===== src/rtl/regfile_wb_arbiter.sv =====
// Round-robin writeback arbiter for the single register-file write port, plus the busy scoreboard.
// Optional macro WB_BYPASS_EN: a register committing this cycle is seen as not busy by stall/issue_ready.
module regfile_wb_arbiter #(
    parameter int N_REQ = 3,
    parameter int XLEN  = 32,
    parameter int AW    = 5
) (
    input  logic                  clock,
    input  logic                  reset,
    input  logic [N_REQ-1:0]      req_valid,
    input  logic [N_REQ*AW-1:0]   req_addr,
    input  logic [N_REQ*XLEN-1:0] req_data,
    output logic [N_REQ-1:0]      req_ready,
    output logic                  rf_write_enable,
    output logic [AW-1:0]         rf_write_address,
    output logic [XLEN-1:0]       rf_write_data,
    input  logic                  issue_valid,
    input  logic [AW-1:0]         issue_rd,
    output logic                  issue_ready,
    input  logic [AW-1:0]         rs1_addr,
    input  logic [AW-1:0]         rs2_addr,
    output logic                  stall,
    output logic [(1<<AW)-1:0]    busy
);
    localparam int IW   = (N_REQ > 1) ? $clog2(N_REQ) : 1;
    localparam int NREG = 1 << AW;

    logic [IW-1:0]   r_ptr;
    logic            r_we;
    logic [AW-1:0]   r_waddr;
    logic [XLEN-1:0] r_wdata;
    logic [NREG-1:0] r_busy;

    logic [N_REQ-1:0] w_grant;
    logic             w_found;
    logic [IW-1:0]    w_gidx;
    logic [AW-1:0]    w_sel_addr;
    logic [XLEN-1:0]  w_sel_data;
    int               w_idx;
    logic             w_xfer;
    logic [NREG-1:0]  w_commit;
    logic [NREG-1:0]  w_busy_eff;
    logic [NREG-1:0]  w_busy_nxt;
    logic             w_issue_set;

    // Search starts just after the last granted requester and wraps once around.
    always_comb begin
        w_grant    = '0;
        w_found    = 1'b0;
        w_gidx     = '0;
        w_sel_addr = '0;
        w_sel_data = '0;
        w_idx      = 0;
        for (int k = 1; k <= N_REQ; k++) begin
            w_idx = (int'(r_ptr) + k) % N_REQ;
            if (!w_found && req_valid[w_idx]) begin
                w_found        = 1'b1;
                w_gidx         = w_idx[IW-1:0];
                w_sel_addr     = req_addr[w_idx*AW +: AW];
                w_sel_data     = req_data[w_idx*XLEN +: XLEN];
                w_grant[w_idx] = 1'b1;
            end
        end
        if (reset) begin
            w_grant = '0;
        end
    end

    assign w_xfer    = w_found & ~reset;
    assign req_ready = w_grant;

    always_comb begin
        w_commit = '0;
        if (r_we) begin
            w_commit[r_waddr] = 1'b1;
        end
    end

`ifdef WB_BYPASS_EN
    assign w_busy_eff = r_busy & ~w_commit;
`else
    assign w_busy_eff = r_busy;
`endif

    assign issue_ready = (issue_rd == '0) || !w_busy_eff[issue_rd];
    assign stall       = ((rs1_addr != '0) && w_busy_eff[rs1_addr]) ||
                         ((rs2_addr != '0) && w_busy_eff[rs2_addr]);
    assign w_issue_set = issue_valid && issue_ready && (issue_rd != '0);

    // Clear first, then set, so an issue landing on the commit edge keeps the bit.
    always_comb begin
        w_busy_nxt = r_busy & ~w_commit;
        if (w_issue_set) begin
            w_busy_nxt[issue_rd] = 1'b1;
        end
        w_busy_nxt[0] = 1'b0;
    end

    always_ff @(posedge clock or posedge reset) begin
        if (reset) begin
            r_ptr   <= IW'(N_REQ - 1);
            r_we    <= 1'b0;
            r_waddr <= '0;
            r_wdata <= '0;
            r_busy  <= '0;
        end else begin
            r_busy <= w_busy_nxt;
            if (w_xfer) begin
                r_ptr   <= w_gidx;
                r_we    <= (w_sel_addr != '0);
                r_waddr <= w_sel_addr;
                r_wdata <= w_sel_data;
            end else begin
                r_we <= 1'b0;
            end
        end
    end

    assign rf_write_enable  = r_we;
    assign rf_write_address = r_waddr;
    assign rf_write_data    = r_wdata;
    assign busy             = r_busy;

endmodule


===== config.mk =====
export PLATFORM = sky130hd
export DESIGN_NAME = regfile_wb_arbiter
export DESIGN_NICKNAME = d
export VERILOG_FILES = /design/src/rtl/regfile_wb_arbiter.sv
export SDC_FILE = /design/constraint.sdc
export NUM_CORES = 1
export LEC_CHECK = 0
export BUFFER_PORTS_ARGS = -buffer_cell sky130_fd_sc_hd__buf_2
export CAP_MARGIN = 20
export CORE_MARGIN = 2
export CORE_UTILIZATION = 58
export CTS_CLUSTER_DIAMETER = 150
export CTS_CLUSTER_SIZE = 25
export DETAILED_ROUTE_END_ITERATION = 12
export PLACE_DENSITY = 0.95
export SLEW_MARGIN = 20
export SYNTH_ARGS = -nofsm -noshare
export SYNTH_HDL_FRONTEND = slang
export SYNTH_SLANG_ARGS = --single-unit

===== constraint.sdc =====
create_clock -name clock -period 6.7 [get_ports clock]
set_input_delay 1.34 -clock clock [delete_from_list [all_inputs] [get_ports clock]]
set_output_delay 1.34 -clock clock [all_outputs]
set_load 0.02 [all_outputs]

==> qor.txt, run 1 <==
status: complete, no violations
sequential area share after synthesis: 24.1%
most common library cell in the layout ignoring fill and taps: buf_2
Leak: 3.71 nW
Routed Antenna Nets: 0
Least-Margin Pin Slew: 0.991 ns
# port buffers: 205
DR vias: 8,056
Syn Std Cell Area: 7380 um^2
Mapped Cells: 876
fmax: 208 MHz
initial DRC count: 946
post-route minimum period: 4.82 ns
CP cell instances: inv_1 > ha_2 > buf_4 > mux2i_1 > o32ai_1 > o21ai_1 > nor2_1 > a221oi_1 > nor2_1 > buf_2
clk_lat worst skew: 0.35 ns
number of hold violations in the final report: 0
clk_skew: 0.00774 ns
Die X-Extent: 117 um
Synthesis Warnings: 0
Max Cap Viol: 0
Slew Viols, Final: 0
# IOs: 207
CP endpoint kind: output pin
number of flops mapped to enable cells by yosys: 0
Buf+Inv Stages, Crit Path: 3
share of cells above drive strength 1: 34.2%
Final HPWL DP: 16,200 um
area occupied by registers: 1780 um^2
area of the multi-input gates: 5230 um^2
asr flop ratio synth: 100%
total grt overflow: 0
die footprint: 13,600 um^2
leading register cell type out of synthesis: dfrtp_1
CORE AREA: 12,500 um^2
Post-Synthesis Mean Instance Area: 8.42 um^2
Setup TNS: 0 ns
Setup WS pre-CTS: 2.29 ns
first-pass detailed-route iteration total: 6
gr usage total: 34.2%
Netlist cell types: 69
CTS tree: yes
postcts setup bufs: 0
Root Driver: clkbuf_16
H-tree Lvls: 3
most frequent CP cell: nor2_1
Die Height: 117 um
first-pass GRT wire length: 37,100 um
final period utilization: 71.9%
Via density: 6.69
initial antenna violation count: 0
Longest Clk Path Bufs: 2
Finished Core Util: 69.4%
clock sink count: 71
Filler cells: 983
CTS resizes: 0
critical path peak fanout: 42
unrepaired setup endpoints after global routing: false
vias in the first global route: 7,714
row cnt: 41
Worst Hold Class: reg -> reg
#FFs+latches synth: 71
diode count: 0
Hold Buf Count CTS: 0
routed length per instance: 19.7 um
Area Overhead vs Synth: 17.8%
worst path required time: 5.36 ns
commonest cells after routing, fill and taps aside: buf_2 (205), nand2_1 (154), o21ai_0 (78)
slew margin rel.: 34.0%
r2r setup slk: 2.26 ns
Mapped Nets: 1,023
VDD IR max: 385 uV
DRC: 0
CTS buffer count: 9
Slowest cell on crit path: ha_2
largest net degree at the start of global routing: 76
setup slack after layout: 1.88 ns
clk slew on worst S/H paths: 0.06 ns
Worst setup SP type: flop
Worst path top cell family by delay: buffers and inverters
PD cells: 504 nW/um^2
Final nets: 1,174
Worst EP arrival: 3.48 ns
drt total wl: 23,800 um
Starting Density: 58.9%
setup violators final: 0
Placer Congestion: 0.985
Crit Path Category: reg -> out
max incr delay on CP: 0.57 ns
## where the power goes
group / switching (mW) / internal [mW]
registers: 0.140 / 0.557
logic: 1.88 / 1.31
clock network: 0.201 / 0.289
total: 2.22 / 2.16
## cells in the mapped netlist, types with 3 or more instances
cell	count	area share (%)
nor3b_1	5	0.51
buf_2	13	0.88
mux2i_1	23	3.1
ha_1	12	2.0
a22oi_1	32	3.3
mux4_1	3	1.1
a32oi_1	3	0.36
nand2_1	154	7.8
inv_1	17	0.86
o21ai_1	4	0.27
clkbuf_1	50	2.5
nor2b_1	7	0.59
nor2_1	16	0.81
or3b_2	5	0.59
mux4_2	23	7.0
nand3b_1	10	1.0
clkbuf_8	3	0.56
a22o_1	32	3.8
o22ai_1	7	0.59
o21ai_0	78	5.3
nor3_1	12	0.81
a21oi_1	75	5.1
dfrtp_1	70	24
o221ai_1	33	3.9
mux2_2	73	11
nand2b_1	39	3.3
fa_1	3	0.81
nand3_1	5	0.34
a221oi_1	6	0.71
buf_1	7	0.36
a211oi_1	3	0.31
or2_0	3	0.25
a21o_1	3	0.31
## final timing paths
path                                         from                   to  cells after the start
max in group asynchronous                   reset     rf_write_data[7]                      3
worst min register to register  rf_write_data[19]    rf_write_data[19]                      1
worst min-delay path            rf_write_data[19]    rf_write_data[19]                      1
worst max-delay path                     r_ptr[1]         req_ready[0]                     10
worst max register to register           r_ptr[1]      rf_write_enable                     13
min in group asynchronous                   reset  rf_write_address[0]                      3
## layout make-up
| type | count | share of cell area [%] |
|---|---|---|
| clock inverters | 7 | 0.835 |
| flip-flops and latches | 71 | 20.5 |
| multi-input cells | 712 | 60.1 |
| repair buffers | 216 | 12.8 |
| clock buffers | 9 | 2.59 |
| inverters | 17 | 0.734 |
| well taps | 172 | 2.48 |
## through the flow
stage               total power, mW  hold slack (ns)  instance area [um^2]  cells
CTS                            4.32            0.504                  8690   1204
finish                         4.38            0.502                  8690   1204
detailed placement             3.82            0.490                  8390   1188
global placement               3.73            0.484                  8390   1188
floorplan                      3.08            0.610                  7380    876
global route                   4.69            0.513                  8690   1204
## layer usage
metal	up-vias	wire, um	global-route usage (%)
met5	-	0	0
met4	0	894	18.7
met3	101	2350	8.55
met2	551	11600	57.8
met1	3814	8930	40.1
li1	3590	-	-
## flip-flops by register name (all words and copies together) (netlist names)
register and cells:
r_ptr 2, rf_write_data 32, rf_write_enable 1, rf_write_address 5, busy 31
## logic make-up after synthesis
family | Yosys count | synth area share [%]
DFF | 71 | 24.1
other | 1 | 0.0508
adders and majority gates | 15 | 2.85
xor gates and xnor gates | 4 | 0.475
muxes | 122 | 22.4
AOI/OAI and AO/OA | 294 | 26.4
and+or+nand+nor | 276 | 18.2
buffers and inverters | 93 | 5.56
Power figures use the tool's default switching activity.
==> inputs of run 2 (changes only) <==
Settings changed: ABC_AREA set to 1, CORE_UTILIZATION 58 to 55, PLACE_DENSITY 0.95 to 0.92.
Clock period 6.7 ns to 4.65 ns, I/O delays scaled along.
==> qor.txt, run 2 <==
initial DRC count: 1,298 (+37%)
Slew Viols, Final: 0 (unchanged)
CTS buffer count: 9 (unchanged)
r2r setup slk: 0.42 ns (-1.84 ns)
Root Driver: clkbuf_16
vias in the first global route: 9,622 (+25%)
number of flops mapped to enable cells by yosys: 0 (unchanged)
Worst EP arrival: 3.48 ns (about the same)
Yosys top cell area share: 22.6% (-1.2 points)
worst hold margin: 0.482 ns (-0.0202 ns)
Worst Hold Class: reg -> reg
part of the power in combinational logic: 74.8% (+1.9 points)
diode count: 0 (unchanged)
CTS resizes: 0 (unchanged)
CP endpoint kind: output pin
Routed Antenna Nets: 0 (unchanged)
most common library cell in the layout ignoring fill and taps: nand2_1
Mapped Nets: 1,429 (+40%)
mux cell area share after synthesis: 0% (-22 points)
number of hold violations in the final report: 0 (unchanged)
Post-synth top cells: nand2_1 (267), o21ai_0 (199), a21oi_1 (135)
VDD IR max: 984 uV (+160%)
Leak: 4.25 nW (+14%)
critical path peak fanout: 24 (-43%)
Post-Synthesis Mean Instance Area: 6.05 um^2 (-28%)
Worst setup SP type: flop
status: complete, no violations
Synth area leader: dfrtp_1
Crit Path Category: reg -> out
routed length per instance: 18.4 um (-6.6%)
xor and xnor area share after synthesis: 0.113% (-0.36 points)
Hold Buf Count CTS: 0 (unchanged)
gr usage total: 38.8% (+4.6 points)
die footprint: 15,100 um^2 (+10%)
FF-to-FF End: rf_write_enable
Area Overhead vs Synth: 16.2%
Switch Pwr: 4.32 mW (+95%)
Final HPWL DP: 21,100 um (+30%)
Die Height: 123 um (+5.1%)
Via density: 6.53 (-2.4%)
post-route minimum period: 4.41 ns
Worst Hold Path Cells: 2 (+1)
worst path required time: 3.72 ns (-1.64 ns)
PD cells: 812 nW/um^2 (+61%)
# port buffers: 205 (unchanged)
Pint: 2.99 mW (+39%)
Post-Synth Adder-Cell Area: 2.71% (-0.14 points)
Final nets: 1,572 (+34%)
CORE AREA: 13,800 um^2 (+10%)
most frequent cell after synthesis: nand2_1
commonest cells after routing, fill and taps aside: nand2_1 (267), buf_2 (205), o21ai_0 (199)
#FFs+latches synth: 71 (unchanged)
total grt overflow: 0 (unchanged)
Worst Hold Path EP: rf_write_data[25]
hold path startpoint: rf_write_data[25]
compound-gate portion of the synthesized area: 35.4% (+9.1 points)
max reg flops: 32 (unchanged)
# IOs: 207 (unchanged)
DR vias: 10,500 (+30%)
Mapped Cells: 1,282 (+46%)
fmax: 227 MHz
Least-Margin Pin Slew: 0.927 ns (-0.0641 ns)
sequential area share after synthesis: 22.9% (-1.2 points)
Seq pwr share: 15.3% (-0.6 points)
first-pass GRT wire length: 46,700 um (+26%)
Post-Synth Simple-Gate Area: 26.3% (+8.0 points)
largest net degree at the start of global routing: 72 (-5.3%)
Die X-Extent: 123 um (+5.1%)
first-pass detailed-route iteration total: 8 (+2)
clk_skew: 0.0108 ns (+0.00308 ns)
Longest Clk Path Bufs: 2 (unchanged)
H-tree Lvls: 3 (unchanged)
clock power share: 9.9% (-1.3 points)
initial antenna violation count: 1 (+1)
Crit Reg-Reg Startpoint: r_ptr[1]
Max Cap Viol: 0 (unchanged)
Switching Share: 59.1% (+8.4 points)
setup violators final: 0 (unchanged)
postcts setup bufs: 0 (unchanged)
Starting Density: 56.1% (-2.9 points)
slew margin rel.: 38.2% (+4.3 points)
clk slew on worst S/H paths: 0.06 ns (about the same)
Netlist cell types: 42 (-39%)
clock sink count: 71 (unchanged)
DRC: 0 (unchanged)
Synthesis Warnings: 0 (unchanged)
asr flop ratio synth: 100% (unchanged)
Placer Congestion: 1.04 (+6.0%)
unrepaired setup endpoints after global routing: false
clk_lat worst skew: 0.35 ns (about the same)
ranking of synthesized cells by area: dfrtp_1 (23%), nand2_1 (13%), o21ai_0 (13%)
CTS tree: yes
Setup TNS: 0 ns (unchanged)
Syn Std Cell Area: 7750 um^2 (+5.1%)
leading register cell type out of synthesis: dfrtp_1
largest family of logic cells by synthesized area: compound AO/OA/AOI/OAI gates
drt total wl: 29,700 um (+25%)
worst reg2reg path depth: 22 (+9)
share of cells above drive strength 1: 18.4% (-16 points)
row cnt: 43 (+4.9%)
final period utilization: 94.9%
-- run 2: layout make-up --
type / count / area (um^2)
well taps: 180 / 225
clock buffers: 12 / 256
flip-flops and latches: 71 / 1780
multi-input cells: 982 / 5010
repair buffers: 223 / 1160
fillers: 1273 / 4820
inverters: 138 / 520
clock inverters: 4 / 53.8
-- run 2: through the flow --
| step | area, um^2 | util (%) | power, mW | std cells | setup WS (ns) |
|---|---|---|---|---|---|
| finish | 9010 | 65.2 | 7.31 | 1610 | 0.237 |
| global route | 9010 | 65.2 | 7.86 | 1610 | 0.0890 |
| CTS | 9000 | 65.1 | 7.11 | 1610 | 0.338 |
| detailed placement | 8690 | 62.9 | 6.37 | 1594 | 0.604 |
| global placement | 8690 | 62.9 | 6.29 | 1594 | 0.758 |
| floorplan | 7750 | - | 5.04 | 1282 | 1.09 |
-- run 2: cells by family after synthesis --
logic type / Yosys count
flops: 71
compound gates: 489
other cells: 1
xor+xnor: 1
fa+ha+maj: 15
buf+inv: 229
simple gates: 476
-- run 2: critical path, cell delays in order, from the launching register on --
cell     delay, ns
dfstp_2       0.61
inv_1         0.13
ha_1          0.46
buf_4         0.27
nor2_1        0.17
inv_2         0.23
o21ai_4       0.27
nand2_4       0.11
inv_2         0.42
a21oi_1       0.14
a21oi_1       0.14
buf_2         0.18
-- run 2: how the worst max path moves through the flow --
stage,to,from,cells past startpoint,slack (ns)
finish,req_ready[1],r_ptr[1],11,0.24
global route,rf_write_enable,r_ptr[1],23,0.09
CTS,req_ready[1],r_ptr[1],11,0.34
detailed placement,rf_write_enable,r_ptr[1],23,0.60
global placement,rf_write_enable,r_ptr[1],23,0.76
floorplan,rf_write_enable,r_ptr[1],25,1.09
-- run 2: layer usage --
| layer | wire, um | up-vias | part of all wire [%] | track usage [%] |
|---|---|---|---|---|
| met5 | 13 | - | 0.044 | 0 |
| met4 | 1610 | 2 | 5.4 | 20.9 |
| met3 | 4330 | 177 | 15 | 8.50 |
| met2 | 12700 | 950 | 43 | 60.2 |
| met1 | 11000 | 4631 | 37 | 50.3 |
| li1 | - | 4750 | - | - |
-- run 2: power groups by stage --
| stage | Combinational [mW] | Clock [mW] | Sequential, mW |
|---|---|---|---|
| 6_report | 5.47 | 0.726 | 1.12 |
| 5_1_grt | 5.97 | 0.753 | 1.14 |
| 4_1_cts | 5.28 | 0.725 | 1.10 |
| 3_5_place_dp | 5.26 | 0 | 1.11 |
| 3_3_place_gp | 5.19 | 0 | 1.10 |
| 2_1_floorplan | 3.70 | 0 | 1.34 |
==> inputs of run 3 (changes only) <==
Settings changed: BUFFER_PORTS_ARGS -buffer_cell sky130_fd_sc_hd__buf_2 to -buffer_cell sky130_fd_sc_hd__buf_4, PLACE_DENSITY 0.92 to 0.93.
==> qor.txt, run 3 (synthesis gave the netlist of run 2 again) <==
CTS tree: yes
Max Cap Viol: 0 (unchanged)
Die X-Extent: 123 um (unchanged)
status: complete, no violations
vias in the first global route: 9,374 (-2.6%)
commonest cells after routing, fill and taps aside: nand2_1 (267), buf_4 (224), o21ai_0 (199)
CP cell instances: inv_1 > ha_1 > buf_4 > nor2_1 > buf_4 > inv_2 > o21ai_4 > nand2_4 > inv_2 > a21oi_1 > a21oi_1 > buf_4
post-route minimum period: 4.40 ns (-0.0150 ns)
Hold Buf Count CTS: 0 (unchanged)
Setup WS pre-CTS: 0.721 ns (+0.116 ns)
first-pass detailed-route iteration total: 7 (-1)
PD cells: 785 nW/um^2 (-3.3%)
CORE AREA: 13,800 um^2 (unchanged)
clk slew on worst S/H paths: 0.06 ns (about the same)
DRC: 0 (unchanged)
# port buffers: 205 (unchanged)
clock sink count: 71 (unchanged)
Buf+Inv Stages, Crit Path: 6 (+1)
H-tree Lvls: 3 (unchanged)
Setup TNS: 0 ns (unchanged)
clk_skew: 0.0130 ns (+0.00218 ns)
Least-Margin Pin Slew: 0.996 ns (+0.0694 ns)
worst path required time: 3.72 ns (about the same)
max incr delay on CP: 0.61 ns (about the same)
Via density: 6.44 (-1.4%)
CTS buffer count: 9 (unchanged)
Die Height: 123 um (unchanged)
setup slack after layout: 0.252 ns (+0.0150 ns)
max reg flops: 32 (unchanged)
die footprint: 15,100 um^2 (unchanged)
drt total wl: 29,700 um (+0.13%)
initial DRC count: 1,367 (+5.3%)
Final HPWL DP: 21,200 um (+0.60%)
# IOs: 207 (unchanged)
Worst setup SP type: flop
Cell Area, Placed: 9210 um^2 (+6.0%)
diode count: 0 (unchanged)
slew margin rel.: 33.6% (-4.6 points)
Worst path top cell family by delay: buffers and inverters
clk_lat worst skew: 0.35 ns (about the same)
unrepaired setup endpoints after global routing: false
critical path peak fanout: 24 (unchanged)
final std cells w/o fill: 1,611 (+0.062%)
Finished Core Util: 69.0% (+3.9 points)
final period utilization: 94.6% (-0.32 points)
Cells after DPL: 1,595 (+0.063%)
most common library cell in the layout ignoring fill and taps: nand2_1
row cnt: 43 (unchanged)
Slew Viols, Final: 0 (unchanged)
most frequent CP cell: buf_4
Final nets: 1,573 (+0.064%)
Area Overhead vs Synth: 23.1%
CTS resizes: 0 (unchanged)
CP endpoint kind: output pin
Final Cell Area: 9540 um^2 (+5.9%)
gr usage total: 39.3% (+0.48 points)
largest net degree at the start of global routing: 72 (unchanged)
Routed Antenna Nets: 0 (unchanged)
Root Driver: clkbuf_16
number of hold violations in the final report: 0 (unchanged)
first-pass GRT wire length: 47,000 um (+0.55%)
Placer Congestion: 1.05 (+0.11%)
Leak: 4.44 nW (+4.6%)
share of cells above drive strength 1: 18.4% (+0.057 points)
postcts setup bufs: 0 (unchanged)
VDD IR max: 640 uV (-35%)
Slowest cell on crit path: dfstp_2
Worst EP arrival: 3.47 ns (about the same)
setup violators final: 0 (unchanged)
total grt overflow: 0 (unchanged)
DR vias: 10,400 (-1.3%)
fmax: 227 MHz (+0.34%)
Starting Density: 56.1% (unchanged)
Worst Hold Class: reg -> reg
initial antenna violation count: 1 (unchanged)
Crit Path Category: reg -> out
Longest Clk Path Bufs: 2 (unchanged)
routed length per instance: 18.5 um (about the same)
-- run 3: cell types whose count changed in the layout (fill, tap and decap cells not counted) --
cell,before,now
clkinvlp_4,2,1
buf_2,205,0
clkinv_2,0,1
clkbuf_8,2,1
bufinv_16,1,2
buf_4,18,224
-- run 3: where the power goes --
group          internal [mW]  leakage (nW)  switching (mW)
clock network          0.485         0.156           0.288
logic                   1.83          3.47            3.75
registers              0.878         0.815           0.258
total                   3.19          4.44            4.30
-- run 3: routing by layer --
layer	track usage [%]	vias up	wire length [um]	share of wire, %
li1	-	4755	-	-
met3	9.57	157	4050	14
met1	50.6	4569	11000	37
met5	0	-	13	0.044
met2	61.4	887	13300	45
met4	19.5	2	1370	4.6
-- run 3: path summary, 6_finish.rpt --
path / start / end / slack, ns / cells after the start
setup / recovery: r_ptr[1] / req_ready[1] / 0.25 / 12
hold / removal: rf_write_data[31] / rf_write_data[31] / 0.49 / 2
setup reg to reg: r_ptr[1] / rf_write_enable / 0.75 / 22
hold reg to reg: rf_write_data[31] / rf_write_data[31] / 0.49 / 2
max in group asynchronous: reset / rf_write_data[26] / 3.04 / 3
min in group asynchronous: reset / rf_write_data[29] / 0.91 / 3
-- run 3: area by class of cell --
cell class                      instances  area, um^2
Clock buffer                           11         243
Clock inverter                          5        81.3
Fill cell                            1199        4280
Inverter                              138         520
Multi-Input combinational cell        982        5010
Sequential cell                        71        1780
Tap cell                              180         225
Timing Repair Buffer                  224        1680
-- run 3: per-stage QoR --
stage	total power, mW	hold WS (ns)
5_1_grt	8.07	0.505
6_report	7.49	0.489
3_3_place_gp	6.43	0.477
2_1_floorplan	5.04	0.591
4_1_cts	7.32	0.496
3_5_place_dp	6.52	0.483
-- run 3: worst min-delay path, delay by kind of cell (launching register included) --
kind / cells / cell delay (ns)
AO/OA/AOI/OAI: 1 / 0.06
flip-flops: 1 / 0.34
AND/OR/NAND/NOR: 1 / 0.05
